==> config.mk <==
export PLATFORM = sky130hd
export DESIGN_NAME = gray_counter_ud_flat
export DESIGN_NICKNAME = d
export VERILOG_FILES = /design/src/rtl/gray_pkg.sv /design/src/rtl/gray_counter_ud_if.sv /design/src/rtl/gray2bin_conv.sv /design/src/rtl/gray_counter_ud.sv /design/src/flat_wrapper.sv
export SDC_FILE = /design/constraint.sdc
export NUM_CORES = 1
export LEC_CHECK = 0
export CAP_MARGIN = 20
export CORE_MARGIN = 5
export CORE_UTILIZATION = 40
export DETAILED_ROUTE_END_ITERATION = 7
export PLACE_DENSITY = 0.72
export SYNTH_ARGS = -nofsm -noshare
export SYNTH_HDL_FRONTEND = slang
export SYNTH_SLANG_ARGS = --single-unit
==> constraint.sdc <==
create_clock -name clk -period 5.31 [get_ports clk]
set_input_delay 1.593 -clock clk [delete_from_list [all_inputs] [get_ports clk]]
set_output_delay 1.593 -clock clk [all_outputs]
set_load 0.01 [all_outputs]
==> src/rtl/gray_pkg.sv <==
// Shared Gray-code helpers for the up/down Gray counter and its bench.
// Values are carried as 32-bit vectors; `width` selects the live low bits.
package gray_pkg;

  localparam int unsigned GRAY_MAX_WIDTH = 32;

  function automatic logic [GRAY_MAX_WIDTH-1:0] width_mask(input int unsigned width);
    return (width >= GRAY_MAX_WIDTH) ? {GRAY_MAX_WIDTH{1'b1}} :
                                       ((32'd1 << width) - 32'd1);
  endfunction

  function automatic logic [GRAY_MAX_WIDTH-1:0] bin2gray(input logic [GRAY_MAX_WIDTH-1:0] b,
                                                         input int unsigned width);
    logic [GRAY_MAX_WIDTH-1:0] bm;
    bm = b & width_mask(width);
    return bm ^ (bm >> 1);
  endfunction

  // Prefix XOR from the MSB down.
  function automatic logic [GRAY_MAX_WIDTH-1:0] gray2bin(input logic [GRAY_MAX_WIDTH-1:0] g,
                                                         input int unsigned width);
    logic [GRAY_MAX_WIDTH-1:0] gm;
    logic [GRAY_MAX_WIDTH-1:0] b;
    gm = g & width_mask(width);
    b = '0;
    b[GRAY_MAX_WIDTH-1] = gm[GRAY_MAX_WIDTH-1];
    for (int i = GRAY_MAX_WIDTH - 2; i >= 0; i--) begin
      b[i] = b[i+1] ^ gm[i];
    end
    return b;
  endfunction

endpackage

==> src/rtl/gray_counter_ud_if.sv <==
// Control and result bundle of the up/down Gray counter.
// master drives the controls, slave is the counter itself.
interface gray_counter_ud_if #(
  parameter int unsigned WIDTH = 4
);
  logic             ena;
  logic             up;
  logic             clr;
  logic             load;
  logic [WIDTH-1:0] load_val;
  logic [WIDTH-1:0] count;
  logic [WIDTH-1:0] count_bin;
  logic             tc;
  logic             wrap;

  modport master (
    output ena, up, clr, load, load_val,
    input  count, count_bin, tc, wrap
  );

  modport slave (
    input  ena, up, clr, load, load_val,
    output count, count_bin, tc, wrap
  );
endinterface

==> src/rtl/gray2bin_conv.sv <==
// Combinational Gray-to-binary converter: bit i is the XOR of all Gray bits at or above i.
module gray2bin_conv #(
  parameter int unsigned WIDTH = 4
) (
  input  logic [WIDTH-1:0] gray,
  output logic [WIDTH-1:0] bin
);

  always_comb begin
    bin = '0;
    for (int i = 0; i < int'(WIDTH); i++) begin
      bin[i] = ^(gray >> i);
    end
  end

endmodule

==> src/rtl/gray_counter_ud.sv <==
// Up/down Gray counter with clear, Gray-coded load and wrap/saturate end behaviour.
// Binary and Gray registers update on the same edge so count never glitches.
module gray_counter_ud
  import gray_pkg::*;
#(
  parameter int unsigned WIDTH     = 4,
  parameter bit          WRAP      = 1'b1,
  parameter int unsigned RESET_VAL = 0
) (
  input  logic             clk,
  input  logic             rst_n,
  gray_counter_ud_if.slave bus
);

  localparam logic [WIDTH-1:0] MaxBin = {WIDTH{1'b1}};
  localparam logic [WIDTH-1:0] RstBin = WIDTH'(RESET_VAL);
  localparam logic [WIDTH-1:0] RstGry = WIDTH'(bin2gray(RESET_VAL, WIDTH));

  logic [WIDTH-1:0] bin_q, bin_d;
  logic [WIDTH-1:0] gry_q, gry_d;
  logic             wrap_q, wrap_d;
  logic [WIDTH-1:0] load_bin;
  logic [WIDTH-1:0] step_bin;
  logic             at_end;

  gray2bin_conv #(
    .WIDTH(WIDTH)
  ) u_load_conv (
    .gray(bus.load_val),
    .bin (load_bin)
  );

  assign at_end   = bus.up ? (bin_q == MaxBin) : (bin_q == '0);
  // Modular +/-1 already lands on the opposite end, so the wrap step needs no special case.
  assign step_bin = bus.up ? (bin_q + 1'b1) : (bin_q - 1'b1);

  always_comb begin
    bin_d  = bin_q;
    gry_d  = gry_q;
    wrap_d = 1'b0;
    if (bus.clr) begin
      bin_d = '0;
      gry_d = '0;
    end else if (bus.load) begin
      bin_d = load_bin;
      gry_d = bus.load_val;
    end else if (bus.ena && (!at_end || WRAP)) begin
      bin_d  = step_bin;
      gry_d  = WIDTH'(bin2gray(32'(step_bin), WIDTH));
      wrap_d = at_end;
    end
  end

  always_ff @(posedge clk or negedge rst_n) begin
    if (!rst_n) begin
      bin_q  <= RstBin;
      gry_q  <= RstGry;
      wrap_q <= 1'b0;
    end else begin
      bin_q  <= bin_d;
      gry_q  <= gry_d;
      wrap_q <= wrap_d;
    end
  end

  assign bus.count     = gry_q;
  assign bus.count_bin = bin_q;
  assign bus.tc        = at_end;
  assign bus.wrap      = wrap_q;

endmodule

==> src/flat_wrapper.sv <==
// flat-port wrapper written by rule: the top's interface ports become plain ports
module gray_counter_ud_flat import gray_pkg::*;
#(
  parameter int unsigned WIDTH     = 4,
  parameter bit          WRAP      = 1'b1,
  parameter int unsigned RESET_VAL = 0
)
  (clk, rst_n, bus_ena, bus_up, bus_clr, bus_load, bus_load_val, bus_count, bus_count_bin, bus_tc, bus_wrap);
  gray_counter_ud_if #(.WIDTH(WIDTH)) bus_i ();
  input  logic clk;
  input  logic rst_n;
  input wire logic [$bits(bus_i.ena)-1:0] bus_ena;
  input wire logic [$bits(bus_i.up)-1:0] bus_up;
  input wire logic [$bits(bus_i.clr)-1:0] bus_clr;
  input wire logic [$bits(bus_i.load)-1:0] bus_load;
  input wire logic [$bits(bus_i.load_val)-1:0] bus_load_val;
  output wire logic [$bits(bus_i.count)-1:0] bus_count;
  output wire logic [$bits(bus_i.count_bin)-1:0] bus_count_bin;
  output wire logic [$bits(bus_i.tc)-1:0] bus_tc;
  output wire logic [$bits(bus_i.wrap)-1:0] bus_wrap;
  assign bus_i.ena = bus_ena;
  assign bus_i.up = bus_up;
  assign bus_i.clr = bus_clr;
  assign bus_i.load = bus_load;
  assign bus_i.load_val = bus_load_val;
  assign bus_count = bus_i.count;
  assign bus_count_bin = bus_i.count_bin;
  assign bus_tc = bus_i.tc;
  assign bus_wrap = bus_i.wrap;
  gray_counter_ud #(.WIDTH(WIDTH), .WRAP(WRAP), .RESET_VAL(RESET_VAL)) u_core (.clk(clk), .rst_n(rst_n), .bus(bus_i));
endmodule
# ---- Yosys cells after proc, flatten, opt, wreduce, memory -nomap -nowiden
# Index checks and enable logic that the tools add are counted.
dict set report op_classes {
  mux 11
  addsub 2
  n_eq_ne 1
  n_reduce_logical 6
  bitwise_logic 1
}
# operator n
set op_table {}
lappend op_table {{$mux W4} 7}
lappend op_table {{$reduce_xor A4 Y1} 4}
lappend op_table {{$add A4 B1 Y4 const B} 1}
lappend op_table {{$eq A4 B4 Y1 const B} 1}
lappend op_table {{$logic_not A4 Y1} 1}
lappend op_table {{$mux W1} 4}
lappend op_table {{$sub A4 B1 Y4 const B} 1}
lappend op_table {{$xor A4 B3 Y4} 1}
lappend op_table {{$reduce_bool A3 Y1} 1}
dict set report totals {
  reg_bits 9
  output_inout_bits 10
  inputBits 10
}

# ---- Logic depth before layout (Yosys ltp)
dict set report depth {
  depth_word 6
  ltp_mapped 6
  depth_no_buf 6
}

# ---- Cells and area by module
# From an unflattened synthesis, not the netlist that was laid out.
dict set report unflattened {
  cells_unflattened 70
  area_unflattened_um2 661.9
}
# module seq_area_each_um2 area_per_inst_um2 instances cells_each
set modules_own_cells {}
lappend modules_own_cells {gray_counter_ud 225.2 611.8 1 65}
lappend modules_own_cells {gray2bin_conv 0.0 50.0 1 5}

# ---- Least setup slack after synthesis
# No wires, ideal clock.
dict set report synth_timing {
  path_type {input -> output}
  startpoint {in bus_up}
  endpoint {out bus_tc}
  cell_stages 2
  path_buffers 0
  required_time_ns 3.717
  path_slack_ns 1.467
  t_arrival_ns 2.250
  path_cell_list {or4_1 -> o21ai_2}
}
dict set report synth_via {
  elab_chain_cells 1
}
# element line_no
set synth_rtl {}
lappend synth_rtl {{from (decl)} flat_wrapper.sv:13} ;# input wire logic [$bits(bus_i.up)-1:0] bus_up;
lappend synth_rtl {{$mux W1} gray_counter_ud.sv:33} ;# assign at_end = bus.up ? (bin_q == MaxBin) : (bin_q == '0);
lappend synth_rtl {{to (decl)} flat_wrapper.sv:19} ;# output wire logic [$bits(bus_i.tc)-1:0] bus_tc;
# No other way between the ends.

# ---- Final worst setup path
# Ends and elaborated chain as after synthesis.

==> impl_metrics.toml <==
[run_status]
status = "finished clean"

[synth]
syn_avg_cell_area_um2 = 9.354
synth.ff_latch_count = 8
synthesis.nets = 76
synthArstFlopShare = 1.000
synth_flop_cell = "dfrtp_1"
synth_cell_types = 29
synth_top_cell_by_area = "dfrtp_1"
synth_area_leaders = "dfrtp_1, xnor2_1, a211oi_1"
synth_cells = 63
yosys_warnings = 0
ys_seq_area_frac = 0.3397
synth_edf_count = 0
ys_top_cells_by_count = "dfrtp_1, nor2_1, xnor2_1"
synth_area_um2 = 589.3
yosysTopAreaCellShare = 0.3397
synth.most_common_cell = "dfrtp_1"

[critical_path]
setup.worst_path.end_class = "output pin"
cp_common_cell = "clkdlybuf4s50_1"
arrival_ns = 3.29
start_kind = "input port"
max_stage_delay_ns = 0.55
critical-path-top-delay-family = "buffers and inverters"
slowest_stage = "clkdlybuf4s50_1"
crit_type = "in2out"
path_buf_inv = 2
cp_max_fo = 5
crit_chain = "clkdlybuf4s50_1, or4_1, o21ai_2, clkdlybuf4s50_1"
cp.required_ns = 3.72

[clock_network]
worstSkewPairLatency_ns = 0.25
cts_buffer_depth = 2
cts_inserted_buffers = 3
ctsResizeCount = 0
hold_buffers = 0
post_cts_buffers = 0
path_clk_slew_ns = 0.06
cts_root_buffer = "clkbuf_4"
cts_tree = "done"
cts.sinks = 8
htree_levels = 1

[die]
die_height_um = 48.39
boundaryPins = 20
dieWidth_um = 48.39
rows = 13
initial_core_util = 0.4365
die_area_um2 = 2341
design.core.area_um2 = 1350

[power_and_ir_drop]
p_leak_nw = 0.3502
power_density_nw_per_um2 = 255.5
finalPower_mw = 0.2046
vdd_ir_drop_max_uv = 170.7

[drt]
num_vias = 533
via_per_inst = 5.552
firstDrtPassIters = 4
antenna_left = 0
wl_per_cell_um = 14.35
drc_errors = 0
drt_iter0_markers = 9
wirelength_mm = 1.378

[layout]
multiInputGateArea_um2 = 350.3
fill_cells = 120
fin_nets = 96
utilization = 0.5931
diodes = 0
regArea_um2 = 200.2
instances_no_fill = 96
syn2layout_area_growth_pct = 35.88
drive_above_1_share = 0.07407

[sta]
relSlewSlack = 0.6437
skew_ns = 0.005067
min_period_ns = 4.881
final.period_utilization = 0.9192
slew_viol_final = 0
worstMarginPinSlew_ns = 0.5329
max_freq_ghz = 0.2049
setup_viol = 0
finalWorstSetupSlack_ns = 0.4290
hold_violations = 0
setup-tns-final_ns = 0
rsz0062_at_grt = "no"

[global_route]
grt_pass1_wl_mm = 2.421
grt.total_usage = 0.1281
grt_max_degree = 17
grt_pass1_vias = 533
antenna_found_initial = 0
overflow = 0

[min_path]
holdCritPathClass = "reg2reg"

[placement]
dpl.hpwl_mm = 1.079
io_buffers = 19
dp_cells = 93
gp_congestion = 0.7202
place_ws_ns = 0.4173

[flow_run]
cap_violations = 0
cell type report:
| type | instances | area share |
|---|---|---|
| flip-flops and latches | 8 | 0.2500 |
| inverters | 5 | 0.02344 |
| clock buffers | 3 | 0.02812 |
| multi-input cells | 46 | 0.4375 |
| repair buffers | 19 | 0.2375 |
| well taps | 15 | 0.02344 |
per-stage QoR:
stage | hold WS [ns] | area [µm²]
after global routing | 0.6545 | 800.8
after global placement | 0.5857 | 778.2
after detailed placement | 0.5923 | 778.2
after CTS | 0.6121 | 800.8
final | 0.6010 | 800.8
after floorplan | 0.6264 | 589.3
state kept, by name (all words and copies together), names as in the netlist:
signal	flops
u_core.bus.count_bin	4
u_core.bus.wrap	1
u_core.bus.count	3
where the power goes:
| part | total (mW) | leakage [nW] | internal, mW | switching, mW |
|---|---|---|---|---|
| combinational | 0.0828 | 0.232 | 0.0477 | 0.0351 |
| sequential | 0.0735 | 0.105 | 0.0666 | 0.00686 |
| clock | 0.0483 | 0.0138 | 0.0260 | 0.0224 |
kinds of logic (layout without fill, tap and decap cells):
family | Yosys count | in the layout | share of synthesized area
xor+xnor | 9 | 9 | 0.1592
buf+inv | 9 | 27 | 0.06582
flops | 8 | 8 | 0.3397
compound gates | 16 | 16 | 0.1911
fa+ha+maj | 3 | 3 | 0.07643
simple gates | 18 | 18 | 0.1678
path summary, 6_finish.rpt:
check	start	end	slack, ns	depth (start not counted)
hold / removal	u_core.bus.count[2]	u_core.bus.count[2]	0.60	2
hold reg to reg	u_core.bus.count[2]	u_core.bus.count[2]	0.60	2
setup / recovery	bus_up	bus_tc	0.43	4
setup reg to reg	u_core.bus.count_bin[0]	u_core.bus.count[2]	3.31	5
min in group asynchronous	rst_n	u_core.bus.wrap	1.63	1
max in group asynchronous	rst_n	u_core.bus.count[0]	3.40	1
worst reg2reg max path: cells and delay by family (launching register included):
| kind | cells | cell delay [ns] |
|---|---|---|
| buffers and inverters | 1 | 0.11 |
| adder cells (fa/ha/maj) | 1 | 0.44 |
| XOR/XNOR | 2 | 0.78 |
| AO/OA/AOI/OAI | 1 | 0.12 |
| flip-flops | 1 | 0.49 |
routing by layer:
metal,share of wire,wire (µm),track usage,vias to the layer above
li1,-,-,-,258
met1,0.44,612,0.1657,257
met2,0.48,659,0.1913,16
met3,0.067,93,0.04281,2
met4,0.0087,12,0.05530,0
met5,0,0,0,-
layout by cell type, fill, tap and decap left out, types with 2 or more instances in the layout:
master,synthesis,final
clkdlybuf4s50_1,0,19
dfrtp_1,8,8
xnor2_1,7,7
nor2_1,7,7
inv_1,5,5
a21oi_1,5,5
a211oi_1,5,5
clkbuf_4,0,3
or3_1,2,2
ha_1,2,2
(Power assumes the default switching activity.)
